--- src/rtl/pipe_ctrl_pkg.sv ---
// Shared decode constants and the per-stage control bundle for pipe_controller_hz.
// Latency: none (types and constants only); backpressure: not applicable.
package pipe_ctrl_pkg;

  localparam logic [1:0] OP_DP  = 2'b00;
  localparam logic [1:0] OP_MEM = 2'b01;
  localparam logic [1:0] OP_BR  = 2'b10;

  localparam logic [3:0] CMD_AND = 4'b0000;
  localparam logic [3:0] CMD_EOR = 4'b0001;
  localparam logic [3:0] CMD_SUB = 4'b0010;
  localparam logic [3:0] CMD_ADD = 4'b0100;
  localparam logic [3:0] CMD_CMP = 4'b1010;
  localparam logic [3:0] CMD_ORR = 4'b1100;

  localparam logic [2:0] ALU_ADD = 3'd0;
  localparam logic [2:0] ALU_SUB = 3'd1;
  localparam logic [2:0] ALU_AND = 3'd2;
  localparam logic [2:0] ALU_ORR = 3'd3;
  localparam logic [2:0] ALU_EOR = 3'd4;

  localparam logic [3:0] COND_EQ = 4'h0;
  localparam logic [3:0] COND_NE = 4'h1;
  localparam logic [3:0] COND_CS = 4'h2;
  localparam logic [3:0] COND_CC = 4'h3;
  localparam logic [3:0] COND_MI = 4'h4;
  localparam logic [3:0] COND_PL = 4'h5;
  localparam logic [3:0] COND_VS = 4'h6;
  localparam logic [3:0] COND_VC = 4'h7;
  localparam logic [3:0] COND_HI = 4'h8;
  localparam logic [3:0] COND_LS = 4'h9;
  localparam logic [3:0] COND_GE = 4'hA;
  localparam logic [3:0] COND_LT = 4'hB;
  localparam logic [3:0] COND_GT = 4'hC;
  localparam logic [3:0] COND_LE = 4'hD;
  localparam logic [3:0] COND_AL = 4'hE;

  typedef struct packed {
    logic       regWrite;
    logic       memWrite;
    logic       memtoReg;
    logic       branch;
    logic       pcs;
    logic       aluSrc;
    logic [1:0] flagWrite;
    logic [2:0] aluControl;
  } ctrl_d_t;

endpackage

--- src/rtl/cond_eval.sv ---
// Condition check of the Execute-stage instruction against NZCV, plus the NZCV register.
// Latency: condExE combinational, flags update on the next edge; no backpressure.
module cond_eval
  import pipe_ctrl_pkg::*;
#(
  parameter logic [3:0] FLAG_RESET = 4'b0000
) (
  input  logic       clk,
  input  logic       reset,
  input  logic [3:0] condE,
  input  logic [1:0] flagWriteE,
  input  logic [3:0] aluFlagsE,
  output logic       condExE,
  output logic [3:0] flagsQ
);

  logic n, z, c, v;
  assign {n, z, c, v} = flagsQ;

  always_comb begin
    condExE = 1'b0;
    case (condE)
      COND_EQ: condExE = z;
      COND_NE: condExE = ~z;
      COND_CS: condExE = c;
      COND_CC: condExE = ~c;
      COND_MI: condExE = n;
      COND_PL: condExE = ~n;
      COND_VS: condExE = v;
      COND_VC: condExE = ~v;
      COND_HI: condExE = c & ~z;
      COND_LS: condExE = ~(c & ~z);
      COND_GE: condExE = (n == v);
      COND_LT: condExE = (n != v);
      COND_GT: condExE = ~z & (n == v);
      COND_LE: condExE = ~(~z & (n == v));
      COND_AL: condExE = 1'b1;
      default: condExE = 1'b0;
    endcase
  end

  always_ff @(posedge clk) begin
    if (reset) begin
      flagsQ <= FLAG_RESET;
    end else begin
      if (flagWriteE[1] & condExE) flagsQ[3:2] <= aluFlagsE[3:2];
      if (flagWriteE[0] & condExE) flagsQ[1:0] <= aluFlagsE[1:0];
    end
  end

endmodule

--- src/rtl/pipe_controller_hz.sv ---
// Hazard-aware pipelined ARM-subset controller: decode, D/E/M/W control registers, NZCV. Macro EARLY_BRANCH_EN.
// Latency: Decode to W outputs 3 edges, BranchTakenE 1 edge; no backpressure (FlushE bubbles D/E).
module pipe_controller_hz
  import pipe_ctrl_pkg::*;
#(
  parameter int         ALUCTRL_W  = 2,
  parameter logic [3:0] FLAG_RESET = 4'b0000
) (
  input  logic                 clk,
  input  logic                 reset,
  input  logic [19:0]          InstrD,
  input  logic [3:0]           ALUFlagsE,
  input  logic                 FlushE,
  output logic [1:0]           RegSrcD,
  output logic [1:0]           ImmSrcD,
  output logic                 ALUSrcE,
  output logic [ALUCTRL_W-1:0] ALUControlE,
  output logic                 MemtoRegE,
  output logic                 RegWriteM,
  output logic                 MemWriteM,
  output logic                 RegWriteW,
  output logic                 MemtoRegW,
  output logic                 PCSrcW,
  output logic                 BranchTakenE,
  output logic                 PCWrPendingF,
  output logic [3:0]           FlagsQ
);

  // InstrD holds instruction bits [31:12]
  logic [1:0] op;
  logic [3:0] cmd, rd;
  logic       sBit;
  assign op   = InstrD[15:14];
  assign cmd  = InstrD[12:9];
  assign sBit = InstrD[8];
  assign rd   = InstrD[3:0];

  ctrl_d_t ctrlD, ctrlE;
  logic [3:0] condE;
  logic condExE, pcSrcE, pcsPendD, pcsPendE, pcsM, memtoRegM, pcSrcM;

  always_comb begin
    ctrlD   = '0;
    RegSrcD = 2'b00;
    ImmSrcD = 2'b00;
    case (op)
      OP_DP: begin
        ctrlD.aluSrc    = InstrD[13];
        ctrlD.regWrite  = 1'b1;
        ctrlD.flagWrite = {sBit, 1'b0};
        case (cmd)
          CMD_ADD: begin ctrlD.aluControl = ALU_ADD; ctrlD.flagWrite[0] = sBit; end
          CMD_SUB: begin ctrlD.aluControl = ALU_SUB; ctrlD.flagWrite[0] = sBit; end
          CMD_AND: ctrlD.aluControl = ALU_AND;
          CMD_ORR: ctrlD.aluControl = ALU_ORR;
          CMD_EOR: begin
            if (ALUCTRL_W >= 3) ctrlD.aluControl = ALU_EOR;
            else begin ctrlD.regWrite = 1'b0; ctrlD.flagWrite = 2'b00; end
          end
          CMD_CMP: begin
            ctrlD.regWrite = 1'b0;
            if (ALUCTRL_W >= 3) begin
              ctrlD.aluControl = ALU_SUB;
              ctrlD.flagWrite  = 2'b11;
            end else ctrlD.flagWrite = 2'b00;
          end
          default: begin ctrlD.regWrite = 1'b0; ctrlD.flagWrite = 2'b00; end
        endcase
      end
      OP_MEM: begin
        ImmSrcD         = 2'b01;
        ctrlD.aluSrc    = 1'b1;
        if (sBit) begin
          ctrlD.regWrite = 1'b1;
          ctrlD.memtoReg = 1'b1;
        end else begin
          ctrlD.memWrite = 1'b1;
          RegSrcD        = 2'b10;
        end
      end
      OP_BR: begin
        ctrlD.branch = 1'b1;
        RegSrcD      = 2'b01;
        ImmSrcD      = 2'b10;
        ctrlD.aluSrc = 1'b1;
      end
      default: ;
    endcase
    ctrlD.pcs = ((rd == 4'hF) & ctrlD.regWrite) | ctrlD.branch;
  end

  always_ff @(posedge clk) begin
    if (reset | FlushE) begin
      ctrlE <= '0;
      condE <= 4'h0;
    end else begin
      ctrlE <= ctrlD;
      condE <= InstrD[19:16];
    end
  end

  cond_eval #(.FLAG_RESET(FLAG_RESET)) uCondEval (
    .clk       (clk),
    .reset     (reset),
    .condE     (condE),
    .flagWriteE(ctrlE.flagWrite),
    .aluFlagsE (ALUFlagsE),
    .condExE   (condExE),
    .flagsQ    (FlagsQ)
  );

  assign ALUSrcE     = ctrlE.aluSrc;
  assign ALUControlE = ctrlE.aluControl[ALUCTRL_W-1:0];
  assign MemtoRegE   = ctrlE.memtoReg;

  // Upper ALU-code bit is dead when ALUCTRL_W=2; branch is dead without early redirect
  logic unusedBits;
  assign unusedBits = ^{ctrlE.aluControl, ctrlE.branch, InstrD[7:4]};

`ifdef EARLY_BRANCH_EN
  assign BranchTakenE = ctrlE.branch & condExE;
  assign pcSrcE       = ctrlE.pcs & ~ctrlE.branch & condExE;
  assign pcsPendD     = ctrlD.pcs & ~ctrlD.branch;
  assign pcsPendE     = ctrlE.pcs & ~ctrlE.branch;
`else
  assign BranchTakenE = 1'b0;
  assign pcSrcE       = ctrlE.pcs & condExE;
  assign pcsPendD     = ctrlD.pcs;
  assign pcsPendE     = ctrlE.pcs;
`endif

  assign PCWrPendingF = pcsPendD | pcsPendE | pcsM;

  always_ff @(posedge clk) begin
    if (reset) begin
      RegWriteM <= 1'b0;
      MemWriteM <= 1'b0;
      memtoRegM <= 1'b0;
      pcSrcM    <= 1'b0;
      pcsM      <= 1'b0;
      RegWriteW <= 1'b0;
      MemtoRegW <= 1'b0;
      PCSrcW    <= 1'b0;
    end else begin
      RegWriteM <= ctrlE.regWrite & condExE;
      MemWriteM <= ctrlE.memWrite & condExE;
      memtoRegM <= ctrlE.memtoReg;
      pcSrcM    <= pcSrcE;
      pcsM      <= pcsPendE;
      RegWriteW <= RegWriteM;
      MemtoRegW <= memtoRegM;
      PCSrcW    <= pcSrcM;
    end
  end

endmodule

--- config.mk ---
export PLATFORM = sky130hd
export DESIGN_NAME = pipe_controller_hz
export DESIGN_NICKNAME = d
export VERILOG_FILES = /design/src/rtl/pipe_ctrl_pkg.sv /design/src/rtl/cond_eval.sv /design/src/rtl/pipe_controller_hz.sv
export SDC_FILE = /design/constraint.sdc
export NUM_CORES = 1
export LEC_CHECK = 0
export BUFFER_PORTS_ARGS = -buffer_cell sky130_fd_sc_hd__buf_2
export CAP_MARGIN = 20
export CELL_PAD_IN_SITES_DETAIL_PLACEMENT = 1
export CELL_PAD_IN_SITES_GLOBAL_PLACEMENT = 1
export CORE_UTILIZATION = 35
export CTS_CLUSTER_DIAMETER = 50
export DETAILED_ROUTE_END_ITERATION = 6
export GPL_ROUTABILITY_DRIVEN = 0
export PLACE_DENSITY_LB_ADDON = 0.1
export SLEW_MARGIN = 20
export SYNTH_ARGS = -nofsm -noshare
export SYNTH_HDL_FRONTEND = slang
export SYNTH_SLANG_ARGS = --single-unit
--- constraint.sdc ---
create_clock -name clk -period 2.1 [get_ports clk]
set_clock_uncertainty 0.05 [all_clocks]
set_input_delay 0 -clock clk [delete_from_list [all_inputs] [get_ports clk]]
set_output_delay 0 -clock clk [all_outputs]
set_load 0.01 [all_outputs]
==> flow_metrics.tcl <==
set metrics [dict create \
    status "finished clean" \
    synthFlopType "dfxtp_1" \
    setup_ws_ns 0.141 \
    grtUsageTotal 0.168 \
    synth-adder-area-share 0.0539 \
    hold-worst-slack_ns 0.00921 \
    criticalPathCategory "flip-flop to flip-flop" \
    cts_max_level 1 \
    synth-seq-cells 25 \
    slew_headroom 0.610 \
    cts_buffers 3 \
    clockPowerShare 0.262 \
    rows 20 \
    syn_to_final_growth_pct 36.9 \
    ant_nets 0 \
    rsz0062_at_grt "no" \
    io_pins 46 \
    path_buf_inv 0 \
    synthCells 118 \
    power_density_nw_per_um2 511 \
    synth-edff-count 0 \
    swShare 0.242 \
    antenna_cells 0 \
    hold_start "InstrD[0]" \
    crit_required_ns 2.30 \
    synth_common_cells "dfxtp_1, nand2_1, nor2b_1, and2_1, nor2_1" \
    pre_cts_slack_ns 0.161 \
    routed_wl_um 2670 \
    hold_viol_final 0 \
    nNetsFinal 208 \
    route.detailed.drc 0 \
    drtIter0Drc 33 \
    regToRegSetupSlack_ns 0.14 \
    finalPower_w 0.000811 \
    synthDistinctLibCells 40 \
    setup_tns_ns 0 \
    crit_path_max_fanout 5 \
    intPower_w 0.000614 \
    fp.dieW_um 59.6 \
    syn_area_per_cell_um2 9.83 \
    synth_top_cell_area_share 0.431 \
    grt_pass1_vias 1055 \
    period_minus_slack_ns 1.96 \
    clk_path_buf_depth 2 \
    syn_area_um2 1160 \
    worst_setup_path_start_kind "flip-flop" \
    clk_pin_slew_ns 0.13 \
    core_um2 3100 \
    hold_end "pcsPendE$_SDFF_PP0_" \
    drv_cap 0 \
    ys_top_cells_by_area "dfxtp_1, ha_1, mux2i_1" \
    p_sw_w 0.000197 \
    clk_latency_ns 0.31 \
    yosysWarnings 0 \
    final_layout_size_suffix_gt1_frac 0.297 \
    critPathSlowestCell "dfxtp_1" \
    vias 1033 \
    end_kind "flip-flop" \
    cts_tree "done" \
    io_buffer_count 40 \
    p_seq_frac 0.602 \
    viasPerCell 4.72 \
    grt_overflow 0 \
    synth-async-reset-ratio 0 \
    path_common_cell "mux2i_1" \
    vdd_ir_drop_max_mv 0.252 \
    reg2reg_to "uCondEval.flagsQ[3]$_SDFFE_PP0P_" \
    ys_seq_area_frac 0.431 \
    yosys.area_share.simple 0.266 \
    cts_sinks 25 \
    die_area_um2 3550 \
    synth_top_family_by_area "simple AND/OR/NAND/NOR gates" \
    comb_power_share 0.137 \
    reg2regPathDepth 5 \
    finalSetupViolCount 0 \
    initial_core_util 0.374 \
    max_freq_mhz 511 \
    antenna_found_initial 0 \
    synth_xor_area_frac 0.0227 \
    period_share 0.933 \
    crit_family "compound AO/OA/AOI/OAI gates" \
    drv_slew 0 \
    avgRoutedWirePerCell_um 12.2 \
    root_buffer "clkbuf_4" \
    synth.area.mux_share 0.0755 \
    synth_compound_area_frac 0.0982 \
    holdPathStages 4 \
    p_leak_nw 0.754 \
    dp_hpwl_um 1960 \
    synthesis.nets 150 \
    cp_cell_sequence "xor2_1 -> mux2i_1 -> a2111o_1 -> o31ai_2 -> mux2i_1" \
    post_cts_buffers 0 \
    min-delay-path-class "input port to flip-flop" \
    r2r-start "uCondEval.flagsQ[3]$_SDFFE_PP0P_" \
    worstMarginPinSlew_ns 0.571 \
    die_h_um 59.6 \
    yosys.area.top_type "dfxtp_1" \
    cpPeakStageDelay_ns 0.46 \
    crit_arrival_ns 2.16 \
    grt_max_degree 16 \
    synth.most_common_cell "dfxtp_1" \
    grt_pass1_wl_um 4420 \
    firstDrtPassIters 3 \
]
==> timing repair <==
| item | in CTS | in global routing |
|---|---|---|
| gates resized for setup | 0 | 0 |
| hold buffers | 18 | 0 |
| hold endpoints to repair | 22 | 0 |
==> area by class of cell <==
type / count / area, um^2
Fill cell: 388 / 1520
Multi-Input combinational cell: 84 / 603
Sequential cell: 25 / 500
Timing Repair Buffer: 59 / 388
Tap cell: 44 / 55.1
Clock buffer: 3 / 22.5
Inverter: 3 / 11.3
Clock inverter: 1 / 7.51
==> routing by layer <==
metal,track usage,vias up,routed length [um]
met5,0,-,0
met4,0.0565,0,34
met3,0.0415,4,96
met2,0.310,24,1430
met1,0.186,486,1110
li1,-,519,-
==> power by group through the flow <==
| stage | registers, W | clock network, W | logic, W |
|---|---|---|---|
| floorplan | 0.000496 | 0 | 0.0000492 |
| detailed placement | 0.000498 | 0 | 0.0000875 |
| finish | 0.000488 | 0.000212 | 0.000111 |
| global route | 0.000489 | 0.000242 | 0.000124 |
| CTS | 0.000488 | 0.000224 | 0.000111 |
| global placement | 0.000498 | 0 | 0.0000837 |
==> stage by stage <==
stage / util / instances / instance area, um^2
2_1_floorplan: - / 118 / 1160
3_3_place_gp: 0.444 / 197 / 1380
3_5_place_dp: 0.444 / 197 / 1380
4_1_cts: 0.512 / 219 / 1590
5_1_grt: 0.512 / 219 / 1590
6_report: 0.512 / 219 / 1590
==> worst max path at each step <==
stage | startpoint | to | slack (ns) | depth (start not counted)
after floorplan | condE[1]$_SDFF_PP0_ | uCondEval.flagsQ[0]$_SDFFE_PP0P_ | 0.23 | 6
after global placement | uCondEval.flagsQ[3]$_SDFFE_PP0P_ | uCondEval.flagsQ[3]$_SDFFE_PP0P_ | 0.23 | 5
after detailed placement | uCondEval.flagsQ[3]$_SDFFE_PP0P_ | uCondEval.flagsQ[3]$_SDFFE_PP0P_ | 0.16 | 5
after CTS | uCondEval.flagsQ[3]$_SDFFE_PP0P_ | uCondEval.flagsQ[3]$_SDFFE_PP0P_ | 0.12 | 5
after global routing | uCondEval.flagsQ[3]$_SDFFE_PP0P_ | uCondEval.flagsQ[2]$_SDFFE_PP0P_ | 0.04 | 5
final | uCondEval.flagsQ[3]$_SDFFE_PP0P_ | uCondEval.flagsQ[3]$_SDFFE_PP0P_ | 0.14 | 5
==> worst register-to-register path, cell delays in order (launching register included) <==
cell and delay (ns):
dfxtp_1 0.46, xor2_1 0.27, mux2i_1 0.14, a2111o_1 0.46
o31ai_2 0.30, mux2i_1 0.22
==> cells in the final DEF (no fill, tap or decap), drive strengths merged, types with 3 or more instances in the layout <==
cell type / instances
a21oi: 4
and2: 7
buf: 41
clkbuf: 3
dfxtp: 25
dlygate4sd3: 18
ha: 5
mux2: 3
mux2i: 5
nand2: 9
nand2b: 3
nor2: 7
nor2b: 8
nor3: 3
nor3b: 3
xor2: 3
==> cells by family after synthesis <==
logic type               after synthesis
multiplexers                           8
other                                  1
AO/OA/AOI/OAI                         14
AND/OR/NAND/NOR                       53
buffers and inverters                  9
adder cells (fa/ha/maj)                5
XOR/XNOR                               3
flip-flops                            25
==> registers in the layout, summed over array words and instances (netlist names) <==
signal / count
ctrlE: 4
condE: 4
RegWriteW: 1
pcSrcM: 1
MemWriteM: 1
uCondEval.flagsQ: 4
pcsM: 1
PCSrcW: 1
ALUControlE: 2
MemtoRegW: 1
RegWriteM: 1
memtoRegM: 1
ALUSrcE: 1
MemtoRegE: 1
pcsPendE: 1
Power figures use the tool's default switching activity.
